**src/rtl/wb_rr_arbiter.sv**
```systemverilog
// Two-master round-robin Wishbone arbiter sharing one slave port.
// Define WB_ARB_TIMEOUT_EN to add a watchdog that errors out a transfer the slave never answers.
module wb_rr_arbiter #(
    parameter int ADDR_W = 32,
    parameter int DATA_W = 32
`ifdef WB_ARB_TIMEOUT_EN
    ,
    parameter int TIMEOUT_CYCLES = 255
`endif
) (
    input  logic              CLK_I,
    input  logic              RST_NI,

    input  logic              M0_CYC_I,
    input  logic              M0_STB_I,
    input  logic              M0_WE_I,
    input  logic [ADDR_W-1:0] M0_ADR_I,
    input  logic [DATA_W-1:0] M0_DAT_I,
    output logic              M0_ACK_O,
    output logic              M0_ERR_O,
    output logic [DATA_W-1:0] M0_DAT_O,

    input  logic              M1_CYC_I,
    input  logic              M1_STB_I,
    input  logic              M1_WE_I,
    input  logic [ADDR_W-1:0] M1_ADR_I,
    input  logic [DATA_W-1:0] M1_DAT_I,
    output logic              M1_ACK_O,
    output logic              M1_ERR_O,
    output logic [DATA_W-1:0] M1_DAT_O,

    output logic              S_CYC_O,
    output logic              S_STB_O,
    output logic              S_WE_O,
    output logic [ADDR_W-1:0] S_ADR_O,
    output logic [DATA_W-1:0] S_DAT_O,
    input  logic              S_ACK_I,
    input  logic              S_ERR_I,
    input  logic [DATA_W-1:0] S_DAT_I,

    output logic [1:0]        GNT_O
);

    localparam logic [1:0] IDLE = 2'd0;
    localparam logic [1:0] GNT0 = 2'd1;
    localparam logic [1:0] GNT1 = 2'd2;

    logic [1:0] state, state_nxt;
    logic [1:0] gnt, gnt_nxt;
    logic       last, last_nxt;
    logic       timeout;
    logic       ack_fwd, err_fwd;

    always_comb begin
        state_nxt = state;
        last_nxt  = last;
        case (state)
            IDLE: begin
                // On contention the master not served last wins
                if (M0_CYC_I && (!M1_CYC_I || last)) state_nxt = GNT0;
                else if (M1_CYC_I)                   state_nxt = GNT1;
            end
            GNT0: begin
                if (!M0_CYC_I) begin
                    state_nxt = IDLE;
                    last_nxt  = 1'b0;
                end
            end
            GNT1: begin
                if (!M1_CYC_I) begin
                    state_nxt = IDLE;
                    last_nxt  = 1'b1;
                end
            end
            default: state_nxt = IDLE;
        endcase
        gnt_nxt = {state_nxt == GNT1, state_nxt == GNT0};
    end

    always_ff @(posedge CLK_I or negedge RST_NI) begin
        if (!RST_NI) begin
            state <= IDLE;
            gnt   <= '0;
            last  <= 1'b1;
        end else begin
            state <= state_nxt;
            gnt   <= gnt_nxt;
            last  <= last_nxt;
        end
    end

`ifdef WB_ARB_TIMEOUT_EN
    logic [7:0] to_cnt;
    logic       stb_raw;

    assign stb_raw = (gnt[0] & M0_STB_I) | (gnt[1] & M1_STB_I);
    assign timeout = (to_cnt == 8'(TIMEOUT_CYCLES));

    always_ff @(posedge CLK_I or negedge RST_NI) begin
        if (!RST_NI)
            to_cnt <= '0;
        else if (stb_raw && !S_ACK_I && !S_ERR_I && !timeout && (state_nxt == state))
            to_cnt <= to_cnt + 8'd1;
        else
            to_cnt <= '0;
    end
`else
    assign timeout = 1'b0;
`endif

    always_comb begin
        S_CYC_O = 1'b0;
        S_STB_O = 1'b0;
        S_WE_O  = 1'b0;
        S_ADR_O = '0;
        S_DAT_O = '0;
        if (gnt[0]) begin
            S_CYC_O = M0_CYC_I;
            S_STB_O = M0_STB_I & ~timeout;
            S_WE_O  = M0_WE_I;
            S_ADR_O = M0_ADR_I;
            S_DAT_O = M0_DAT_I;
        end else if (gnt[1]) begin
            S_CYC_O = M1_CYC_I;
            S_STB_O = M1_STB_I & ~timeout;
            S_WE_O  = M1_WE_I;
            S_ADR_O = M1_ADR_I;
            S_DAT_O = M1_DAT_I;
        end
    end

    // ERR dominates a simultaneous ACK, including a late ACK in the watchdog cycle
    assign ack_fwd = S_ACK_I & ~S_ERR_I & ~timeout;
    assign err_fwd = S_ERR_I | timeout;

    assign M0_ACK_O = gnt[0] & ack_fwd;
    assign M0_ERR_O = gnt[0] & err_fwd;
    assign M0_DAT_O = gnt[0] ? S_DAT_I : '0;
    assign M1_ACK_O = gnt[1] & ack_fwd;
    assign M1_ERR_O = gnt[1] & err_fwd;
    assign M1_DAT_O = gnt[1] ? S_DAT_I : '0;

    assign GNT_O = gnt;

endmodule
```
**config.mk**
```make
export PLATFORM = sky130hd
export DESIGN_NAME = wb_rr_arbiter
export DESIGN_NICKNAME = d
export VERILOG_FILES = /design/src/rtl/wb_rr_arbiter.sv
export SDC_FILE = /design/constraint.sdc
export NUM_CORES = 1
export LEC_CHECK = 0
export ABC_AREA = 1
export CAP_MARGIN = 30
export CORE_AREA = 3 3 119 121
export CTS_CLUSTER_SIZE = 12
export DETAILED_ROUTE_END_ITERATION = 12
export DIE_AREA = 0 0 122 124
export HOLD_SLACK_MARGIN = 0.06
export PLACE_DENSITY_LB_ADDON = 0.25
export SYNTH_ARGS = -nofsm -noshare
export SYNTH_HDL_FRONTEND = slang
export SYNTH_SLANG_ARGS = --single-unit
```
**constraint.sdc**
```tcl
create_clock -name CLK_I -period 1.45 [get_ports CLK_I]
set_input_delay 0.29 -clock CLK_I [delete_from_list [all_inputs] [get_ports CLK_I]]
set_output_delay 0.29 -clock CLK_I [all_outputs]
set_load 0.01 [all_outputs]
```
# == Word-level counts from Yosys, hierarchy flattened ==
# Index checks and enable logic that the tools add are counted.
# classes
eq_ne,6
muxes,20
n_bitwise,6
n_reduce_logical,6
# ops
cell,n
32-bit two-way mux,6
1-bit two-way mux,8
2-bit two-way mux,4
2-bit one-hot mux with 3 select lines,1
1-bit bitwise AND,5
"2-bit by 1-bit equality test with 1-bit output, second input constant",2
"2-bit equality test, second input constant",2
"2-bit != test, second input constant",2
3-bit AND reduction,1
2-bit zero test,1
1-bit one-hot mux with 2 select lines,1
2-bit nonzero test,1
1-bit logical AND,1
1-bit zero test,1
1-bit logical OR,1
1-bit NOT,1
# word_totals
reg_bits,5
elab_cells,41

# == Logic depth before layout (Yosys ltp) ==
# logic_depth
word_depth,6
depth_mapped,6
ltp_nobuf,4

# == Least setup slack after synthesis ==
# Ideal clock, no wire load.
# synth_path
path_type,flip-flop to output port
start,reg gnt[0] (netlist: GNT_O[0])
end,out S_ADR_O[21]
arrival_ns,1.014
setup_slack_ns,0.146
path_stages_with_launch,7
path_buffers,3
cell_sequence,dfrtp_1 buf_4 inv_4 buf_6 buf_6 nand3_1 nand2_1
# synth_between
elab_chain_cells,1
# synth_lines
item,line_no,source
"start, declared",49,"logic [1:0] gnt, gnt_nxt;"
"start signal, assigned",87,gnt <= gnt_nxt;
32-bit two-way mux,117,if (gnt[0]) begin
"end, declared",35,"output logic [ADDR_W-1:0] S_ADR_O,"
# Every way passes these cells.

# == Worst setup path after layout ==
# layout_path
start,reg gnt[0] (netlist: GNT_O[0])
end,out M0_DAT_O[6]
# layout_between
elab_chain_cells,1
# layout_lines
item,line_no,source
32-bit two-way mux,138,assign M0_DAT_O = gnt[0] ? S_DAT_I : '0;
"end, declared",21,"output logic [DATA_W-1:0] M0_DAT_O,"
# Every way passes these cells.

==> run summary <==
HPWL after DPL: 9377 µm
top cell type by total area after synthesis: nand2_1
endpoint required time on the critical path: 1.16 ns
Syn. warnings: 0
Primary FF master, synth: dfrtp_1
worst supply voltage drop on vdd: 0.6678 mV
clock tree from TritonCTS: yes
worst relative slew slack: 0.7898
CTS H-tree lvls: 1
antenna violations before repair: 0
die height: 124 µm
Post-Route Hold Slack: 0.2954 ns
number of max-slew violations in the final report: 0
Reg clk slew, reported paths: 0.03 ns
Critical Path Fanout Max: 8
Routed Wire Length: 14570 µm
critical path start-end classification: reg2out
leakage: 3.722 nW
DIE AREA: 15130 µm²
routed wirelength normalized by instance count: 15.57 µm
largest buffer count on any clock path: 2
critical register-to-register path startpoint: last$_DFFE_PN1P_
timing-limited maximum frequency: 544.8 MHz
maxcap violations: 0
first-pass GRT wire length: 19060 µm
CP arrival: 1.55 ns
# port buffers: 306
routability cong.: 0.7334
slew at the pin with the worst max-slew slack: 0.3148 ns
CTS sink count: 5
Post-synth ARST share: 1.000
die outline width: 122 µm
number of antenna repair diodes: 0
flop-to-flop setup slack: 0.55 ns
detailed-route DRC error count: 0
Tightest Hold Check Type: in2async
Final Critical Period: 1.835 ns
sum of internal, switching and leakage power: 8.209 mW
list of most frequent post-synthesis cells: nand2_1, inv_1, nand3_1
number of rows in the core area: 42
crit start category: flip-flop
fraction of the cycle the final worst path needs: 1.266
RSZ-0062 raised after global routing: true
register area share after synthesis: 0.07394
largest clock skew in the final design: 0.0003183 ns
share of the core filled with cells in the final layout: 0.5224
number of synthesized flops with an enable pin: 0
proportion of layout cells with a drive suffix above 1: 0.5737
count of pins on the block boundary: 307
failing checks: setup timing
overall fraction of global-route tracks in use: 0.1581
global route total overflow: 0
via total after detailed routing: 3846
number of instances in the synthesized netlist: 386
Register-to-Register Path Depth: 3
Filler Cell Count: 1256
register bit total from synthesis: 5
Syn Nets: 556
final count of negative-setup-slack endpoints: 129
floorplan core area: 13190 µm²
Pwr per Cell Area: 1191 nW/µm²
mean number of vias per cell: 4.109
top post-synthesis cells by area: nand2_1, nand3_1, inv_1
share of the synthesized area in the top cell type: 0.4458
post-detailed-route count of antenna-violating nets: 0
final net count: 931
maximum number of pins on one net before global-route repair: 25
number of global-route vias before repair: 3771
synth-to-layout area growth: 303.1%
1st-pass router iterations: 4
most frequent cell after synthesis: nand2_1
number of DRC violations after detailed-routing iteration 0: 114
clock root buffer: clkbuf_16
effective utilization at floorplan: 0.1296
outcome: finished with violations
post-route worst setup slack: -0.3855 ns
number of different library cells in the post-synthesis netlist: 14
CTS buffer count: 3
area of the mapped netlist: 1709 µm²
Final Hold Fails: 0
FF-to-FF End: state[1]$_DFF_PN0_
mean post-synth cell area: 4.428 µm²
clock latency at the later pin of the worst-skew pair: 0.23 ns
kind of end point of the critical path: primary output
## metrics by stage
step                      std cells  setup TNS, ns  setup slack (ns)  cell area [µm²]
after detailed placement        860         -38.25           -0.3885             5081
after global placement          860         -37.53           -0.3929             5081
after CTS                       913         -33.69           -0.4239             5829
after floorplan                 386              0            0.1461             1709
final                           936         -30.24           -0.3855             6890
after global routing            936         -35.84           -0.4273             6890
## power breakdown
group / leakage (nW) / switching (mW) / internal, mW
Clock: 0.0382 / 0.0923 / 0.364
Combinational: 3.63 / 3.30 / 4.17
Sequential: 0.0582 / 0.0710 / 0.208
Total: 3.72 / 3.47 / 4.74
## what timing repair did
action	4_1_cts	5_1_grt
setup endpoints to repair	137	137
gates resized for setup	566	380
hold endpoints to repair	0	0
cloned	13	4
pin swaps	20	48
hold buffers	0	0
buffers inserted	38	28
## registers in the layout (all words and copies together), names as in the netlist
| name | count |
|---|---|
| last | 1 |
| GNT_O | 2 |
| state | 2 |
## worst max-delay path: stages, from the launching register on
cell and delay [ns]:
dfrtp_4 0.53, buf_6 0.15, buf_12 0.14, buf_12 0.12, buf_12 0.13, nand2_1 0.06, inv_1 0.04, buf_2 0.13
## how the worst max path moves through the flow
| stage | startpoint | end | depth (start not counted) |
|---|---|---|---|
| after detailed placement | M0_CYC_I | S_CYC_O | 4 |
| after floorplan | GNT_O[0]$_DFF_PN0_ | S_ADR_O[21] | 6 |
| after global placement | M0_CYC_I | S_CYC_O | 4 |
| final | GNT_O[0]$_DFF_PN0_ | M0_DAT_O[6] | 7 |
| after CTS | GNT_O[0]$_DFF_PN0_ | M0_DAT_O[22] | 4 |
| after global routing | GNT_O[0]$_DFF_PN0_ | S_ADR_O[4] | 7 |
## kinds of logic after synthesis
kind of cell / after synthesis / share of synthesized area
simple gates: 276 / 0.6596
buf+inv: 102 / 0.2577
flops: 5 / 0.07394
compound gates: 3 / 0.008782
## metal layers
layer | vias up | GRT usage | wire, µm
met3 | 16 | 0.04405 | 1429
met1 | 1738 | 0.1610 | 4826
met5 | - | 0 | 0
li1 | 1894 | - | -
met4 | 0 | 0.03361 | 233
met2 | 198 | 0.3184 | 8081
## placed cells by master, fill, tap and decap left out
cell	count
nand3_2	44
clkbuf_2	10
o21ai_1	1
buf_16	11
dfstp_2	1
nand2_4	34
inv_2	46
inv_8	1
dlymetal6s2s_1	2
nand3_4	9
dfrtp_4	2
buf_4	9
dfrtp_1	2
buf_6	114
buf_12	18
clkbuf_1	1
clkdlybuf4s50_1	168
nand3_1	16
buf_2	54
buf_8	10
nand2_1	104
nor2_1	2
o21ai_0	2
nor3_2	1
clkbuf_16	6
nand2_2	65
nor3b_4	1
inv_1	26
## area by class of cell
cell class,instances,area [µm²],area share
clock buffers,4,78.83,0.01144
flip-flops and latches,5,133.9,0.01943
repair buffers,399,4267,0.6192
multi-input cells,279,1909,0.2771
inverters,73,281.5,0.04086
well taps,176,220.2,0.03196
Power figures use the tool's default switching activity.
